$ cat src/rtl/cv32e40p_pkg.sv
// Shared types for the debug-entry checker: controller states, rule indices,
// watchdog states and small helpers for the violation recording logic.
package cv32e40p_pkg;

    typedef enum logic [4:0] {
        RESET,
        BOOT_SET,
        SLEEP,
        WAIT_SLEEP,
        FIRST_FETCH,
        DECODE,
        IRQ_TAKEN_ID,
        IRQ_TAKEN_IF,
        IRQ_FLUSH,
        IRQ_FLUSH_ELW,
        ELW_EXE,
        FLUSH_EX,
        FLUSH_WB,
        XRET_JUMP,
        DBG_TAKEN_ID,
        DBG_TAKEN_IF,
        DBG_FLUSH,
        DBG_WAIT_BRANCH,
        DECODE_HWLOOP
    } ctrl_state_e;

    localparam int unsigned DBG_CHK_NUM_RULES = 5;

    typedef enum logic [2:0] {
        DBG_CHK_R0 = 3'd0,
        DBG_CHK_R1 = 3'd1,
        DBG_CHK_R2 = 3'd2,
        DBG_CHK_R3 = 3'd3,
        DBG_CHK_R4 = 3'd4
    } dbg_chk_rule_e;

    typedef enum logic [1:0] {
        IDLE    = 2'd0,
        PEND    = 2'd1,
        EXPIRED = 2'd2
    } dbg_wdog_state_e;

    function automatic logic [2:0] dbg_chk_popcount(input logic [DBG_CHK_NUM_RULES-1:0] v);
        logic [2:0] n;
        n = '0;
        for (int i = 0; i < int'(DBG_CHK_NUM_RULES); i++) begin
            n = n + {2'b00, v[i]};
        end
        return n;
    endfunction

    // Lowest set index wins when several rules trip in the same cycle.
    function automatic dbg_chk_rule_e dbg_chk_first_rule(input logic [DBG_CHK_NUM_RULES-1:0] v);
        dbg_chk_rule_e r;
        r = DBG_CHK_R0;
        for (int i = int'(DBG_CHK_NUM_RULES) - 1; i >= 0; i--) begin
            if (v[i]) begin
                r = dbg_chk_rule_e'(i[2:0]);
            end
        end
        return r;
    endfunction

endpackage

$ cat src/rtl/cv32e40p_dbg_lat_watchdog.sv
// Bounded-wait watchdog: pulses expire_o once when a debug request stays
// pending for MAX_LAT cycles without the controller reaching a taken state.
module cv32e40p_dbg_lat_watchdog
    import cv32e40p_pkg::*;
#(
    parameter int unsigned MAX_LAT = 16
) (
    input  logic clk_i,
    input  logic rst_i,
    input  logic enable_i,
    input  logic debug_req_entry_i,
    input  logic debug_mode_i,
    input  logic taken_i,
    output logic expire_o
);

    localparam int unsigned CNT_W = $clog2(MAX_LAT + 1);
    localparam logic [CNT_W-1:0] LAT_LIMIT = CNT_W'(MAX_LAT);

    dbg_wdog_state_e  state_reg, state_next;
    logic [CNT_W-1:0] cnt_reg, cnt_next, cnt_inc;

    assign cnt_inc = cnt_reg + CNT_W'(1);

    always_ff @(posedge clk_i or posedge rst_i) begin
        if (rst_i) begin
            state_reg <= IDLE;
            cnt_reg   <= '0;
        end else begin
            state_reg <= state_next;
            cnt_reg   <= cnt_next;
        end
    end

    always_comb begin
        state_next = state_reg;
        cnt_next   = cnt_reg;
        expire_o   = 1'b0;
        if (!enable_i) begin
            state_next = IDLE;
            cnt_next   = '0;
        end else begin
            case (state_reg)
                IDLE: begin
                    if (debug_req_entry_i && !debug_mode_i) begin
                        // The first pending cycle already counts; a one-cycle budget expires at once.
                        if (MAX_LAT > 1) begin
                            state_next = PEND;
                            cnt_next   = CNT_W'(1);
                        end else if (!taken_i) begin
                            state_next = EXPIRED;
                            cnt_next   = CNT_W'(1);
                            expire_o   = 1'b1;
                        end
                    end
                end
                PEND: begin
                    if (taken_i || !debug_req_entry_i || debug_mode_i) begin
                        state_next = IDLE;
                        cnt_next   = '0;
                    end else begin
                        cnt_next = cnt_inc;
                        if (cnt_inc == LAT_LIMIT) begin
                            state_next = EXPIRED;
                            expire_o   = 1'b1;
                        end
                    end
                end
                EXPIRED: begin
                    if (!debug_req_entry_i || taken_i) begin
                        state_next = IDLE;
                        cnt_next   = '0;
                    end
                end
                default: begin
                    state_next = IDLE;
                    cnt_next   = '0;
                end
            endcase
        end
    end

endmodule

$ cat config.mk
export PLATFORM = sky130hd
export DESIGN_NAME = cv32e40p_dbg_lat_watchdog
export DESIGN_NICKNAME = d
export VERILOG_FILES = /design/src/rtl/cv32e40p_pkg.sv /design/src/rtl/cv32e40p_dbg_lat_watchdog.sv
export SDC_FILE = /design/constraint.sdc
export NUM_CORES = 1
export LEC_CHECK = 0
export ABC_AREA = 1
export CAP_MARGIN = 30
export CORE_AREA = 2 2 39 41
export CTS_BUF_LIST = sky130_fd_sc_hd__clkbuf_4 sky130_fd_sc_hd__clkbuf_8
export CTS_CLUSTER_DIAMETER = 200
export CTS_CLUSTER_SIZE = 8
export DETAILED_ROUTE_END_ITERATION = 8
export DIE_AREA = 0 0 41 43
export REMOVE_ABC_BUFFERS = 1
export SYNTH_ARGS = -nofsm -noshare
export SYNTH_HDL_FRONTEND = slang
export SYNTH_SLANG_ARGS = --single-unit
$ cat constraint.sdc
create_clock -name clk_i -period 2.7 [get_ports clk_i]
set_input_delay 0.54 -clock clk_i [delete_from_list [all_inputs] [get_ports clk_i]]
set_output_delay 0.54 -clock clk_i [all_outputs]
set_load 0.1 [all_outputs]
==> impl_results.md, run 1 <==
* Multiplexer area fraction after synthesis at 0%
* Post-route insts no fill at 94
* Synthesis-to-finish area growth at 22.96%
* Pwr Total at 0.0002462 W
* WP data required at 2.16 ns
* Final setup fails at 0
* Synth Area in Simple Gates at 43.62%
* Via count at 433
* Clk pin slew, worst setup/hold paths at 0.05 ns
* Inserted Clock Buffers at 3
* Final antenna diode count at 0
* Layout Nets at 86
* Worst-path cell with the longest stage delay: clkdlybuf4s50_1
* CTS tree: yes
* Routability cong. at 0.6979
* Max Clock Skew at 0.001016 ns
* Setup TNS at 0 ns
* Syn Area/Cell at 7.108 um2
* Complex-gate fraction of the synthesized area at 7.143%
* Dpl cell area at 573.1 um2
* Max FO, Critical Path at 5
* Antenna-violating nets left at 0
* Leak at 0.2774 nW
* Register area share after synthesis at 35.71%
* Pre-antenna DRT Iters at 4
* First-pass GRT wire length at 1559 um
* DRC Markers at 0
* Setup bufs post-CTS at 0
* Hold-fix buffers, CTS at 0
* Commonest non-fill, non-tap cell in the layout: nand2_1
* Via-to-Cell Ratio at 4.606
* Row cnt at 14
* Most frequent cells in the layout: 19 x nand2_1, 8 x inv_1, 8 x nor2_1
* HPWL after DPL at 777.8 um
* Peak VDD IR at 0.1662 mV
* Iteration-0 DRC Markers at 1
* CP Capture Type: output pin
* IO Count at 7
* # resized after CTS at 0
* Crit-path cells: clkdlybuf4s50_1, inv_1, nor2_2, nand3_2, nor2_1, buf_12
* Skew-Pair Late Insertion Delay at 0.24 ns
* Crit Path Class: in -> out
* Arr. time, crit path at 1.80 ns
* Die width at 41 um
* Main combinational cell family by area after synthesis: simple AND/OR/NAND/NOR gates
* Layout cell share with drive strength beyond 1 at 21.79%
* Clk root buf: clkbuf_4
* Max_cap viols at 0
* CP peak stage delay at 0.48 ns
* Max Clk Rate at 427.7 MHz
* Synth Area in XOR/XNOR at 1.786%
* Pin count of the biggest net entering global routing at 8
* Hold/Removal Path Class: in -> async
* Final Critical Period at 2.338 ns
* Post-Synth Adder-Cell Area at 2.551%
* Post-DR wirelength/cell at 9.766 um
* Cell Pwr Density at 408.2 nW/um2
* H-tree lvl count at 1
* Vias in the first global route at 408
* Sinks on Clock Net at 7
* Synth Cell Area at 490.5 um2
* Gr usage total at 13.34%
* Crit share post-route at 86.60%
* Initial antenna violation count at 0
* Port-buffer cells at 6
* Height of the die at 43 um
* Hold Vio Cnt, Final at 0
* Max reg flops at 5
* Max clock buf depth at 2
* Core area at 1384 um2
* DIE AREA at 1763 um2
* Number of synthesized register bits at 7
* Synth Instances at 69
* Synth warn at 0
* Status: finished clean
* Post-Place Cells at 90
* Slew Viols, Final at 0
* Total wire length at 918 um
* Tightest Pin Transition at 0.2425 ns
* Gr ovfl total at 0
* Yosys cell types at 20
* Worst setup SP type: input port
* Slew margin rel. at 83.81%
* Initial core utilization at 35.44%
* RSZ-0062 raised after global routing: false
* Design area at 603.1 um2
==> Yosys cell counts <==
library cell	instances	area (um2)
nand2_1	19	71.32
inv_1	8	30.03
nor2_1	8	30.03
dfrtp_1	7	175.2
nand3_1	5	25.02
nand2_2	3	18.77
nor2_2	3	18.77
nand3_2	2	20.02
nand4_1	2	12.51
o22ai_1	2	12.51
a21oi_2	1	8.760
buf_4	1	7.510
clkinv_1	1	3.750
ha_1	1	12.51
inv_2	1	3.750
nand3b_1	1	7.510
nor3_2	1	10.01
o21ai_1	1	5.000
o21ai_2	1	8.760
xnor2_1	1	8.760
==> per-stage QoR <==
stage | setup slack [ns] | hold WS (ns) | utilization, %
2_1_floorplan | -0.05508 | 0.3434 | -
3_3_place_gp | 0.3990 | 0.5475 | 41.41
3_5_place_dp | 0.3588 | 0.5524 | 41.41
4_1_cts | 0.3439 | 0.5228 | 43.58
5_1_grt | 0.2370 | 0.5388 | 43.58
6_report | 0.3618 | 0.5173 | 43.58
==> final timing paths <==
kind                       slack, ns                   start  depth (start not counted)                       end
min in group clk_i              0.56  cnt_reg[1]$_DFFE_PP0P_                          2    cnt_reg[1]$_DFFE_PP0P_
setup reg to reg                1.37  cnt_reg[0]$_DFFE_PP0P_                          8  state_reg[0]$_DFFE_PP0P_
hold reg to reg                 0.56  cnt_reg[1]$_DFFE_PP0P_                          2    cnt_reg[1]$_DFFE_PP0P_
hold / removal                  0.52                   rst_i                          2    cnt_reg[3]$_DFFE_PP0P_
setup / recovery                0.36       debug_req_entry_i                          6                  expire_o
max in group asynchronous       1.99                   rst_i                          2  state_reg[0]$_DFFE_PP0P_
==> logic make-up (layout without fill, tap and decap cells) <==
group,count (synthesis),in the layout
AOI/OAI and AO/OA,5,5
xor gates and xnor gates,1,1
adders and majority gates,1,1
buffers and inverters,11,20
DFF,7,7
and+or+nand+nor,44,44
==> worst max-delay path: cells and delay by family <==
kind	cells	cell delay [ns]
simple gates	3	0.52
buf+inv	3	0.73
==> layer usage <==
metal,share of wire (%),wire length (um),global-route usage [%],up-vias
met5,0,0,0,-
met4,0.87,8,10.00,0
met3,3.4,31,1.571,2
met2,47,427,19.69,6
met1,49,450,16.84,190
li1,-,-,-,235
==> final cells by class <==
cell class / count / area, um2
fill: 146 / 780.7
multi-input combinational: 51 / 270.3
sequential: 7 / 175.2
timing repair buffer: 6 / 70.07
inverter: 10 / 37.54
clock buffer: 4 / 30.03
tap: 16 / 20.02
==> power breakdown <==
| group | switching, W | internal (W) | total [W] |
|---|---|---|---|
| registers | 0.00000423 | 0.000109 | 0.000113 |
| clock network | 0.0000325 | 0.0000660 | 0.0000985 |
| logic | 0.0000191 | 0.0000152 | 0.0000343 |
(Power assumes the default switching activity.)
==> inputs of run 2 (changes only) <==
==> constraint.sdc (replaced) <==
create_clock -name clk_i -period 2.94 [get_ports clk_i]
set_input_delay 0.588 -clock clk_i [delete_from_list [all_inputs] [get_ports clk_i]]
set_output_delay 0.588 -clock clk_i [all_outputs]
set_load 0.1 [all_outputs]
==> results of run 2 <==
The final DEF is identical to that of run 1. Status: finished clean.
Among the figures that moved: setup slack after placement 0.3588 ns -> 0.5028 ns; setup slack after layout 0.3618 ns -> 0.5058 ns; hold slack 0.5173 ns -> 0.5599 ns; register-to-register setup slack 1.37 ns -> 1.61 ns; total power 0.0002462 W -> 0.0002261 W; worst IR drop on VDD 0.1662 mV -> 0.1526 mV
==> inputs of run 3 (changes only) <==
==> constraint.sdc (replaced) <==
create_clock -name clk_i -period 2.45 [get_ports clk_i]
set_input_delay 0.49 -clock clk_i [delete_from_list [all_inputs] [get_ports clk_i]]
set_output_delay 0.49 -clock clk_i [all_outputs]
set_load 0.1 [all_outputs]
==> results of run 3 <==
The final DEF is identical to that of run 1. Status: finished clean.
Among the figures that moved: setup slack after placement 0.3588 ns -> 0.2088 ns; setup slack after layout 0.3618 ns -> 0.2118 ns; hold slack 0.5173 ns -> 0.4673 ns; register-to-register setup slack 1.37 ns -> 1.12 ns; total power 0.0002462 W -> 0.0002713 W; worst IR drop on VDD 0.1662 mV -> 0.1831 mV
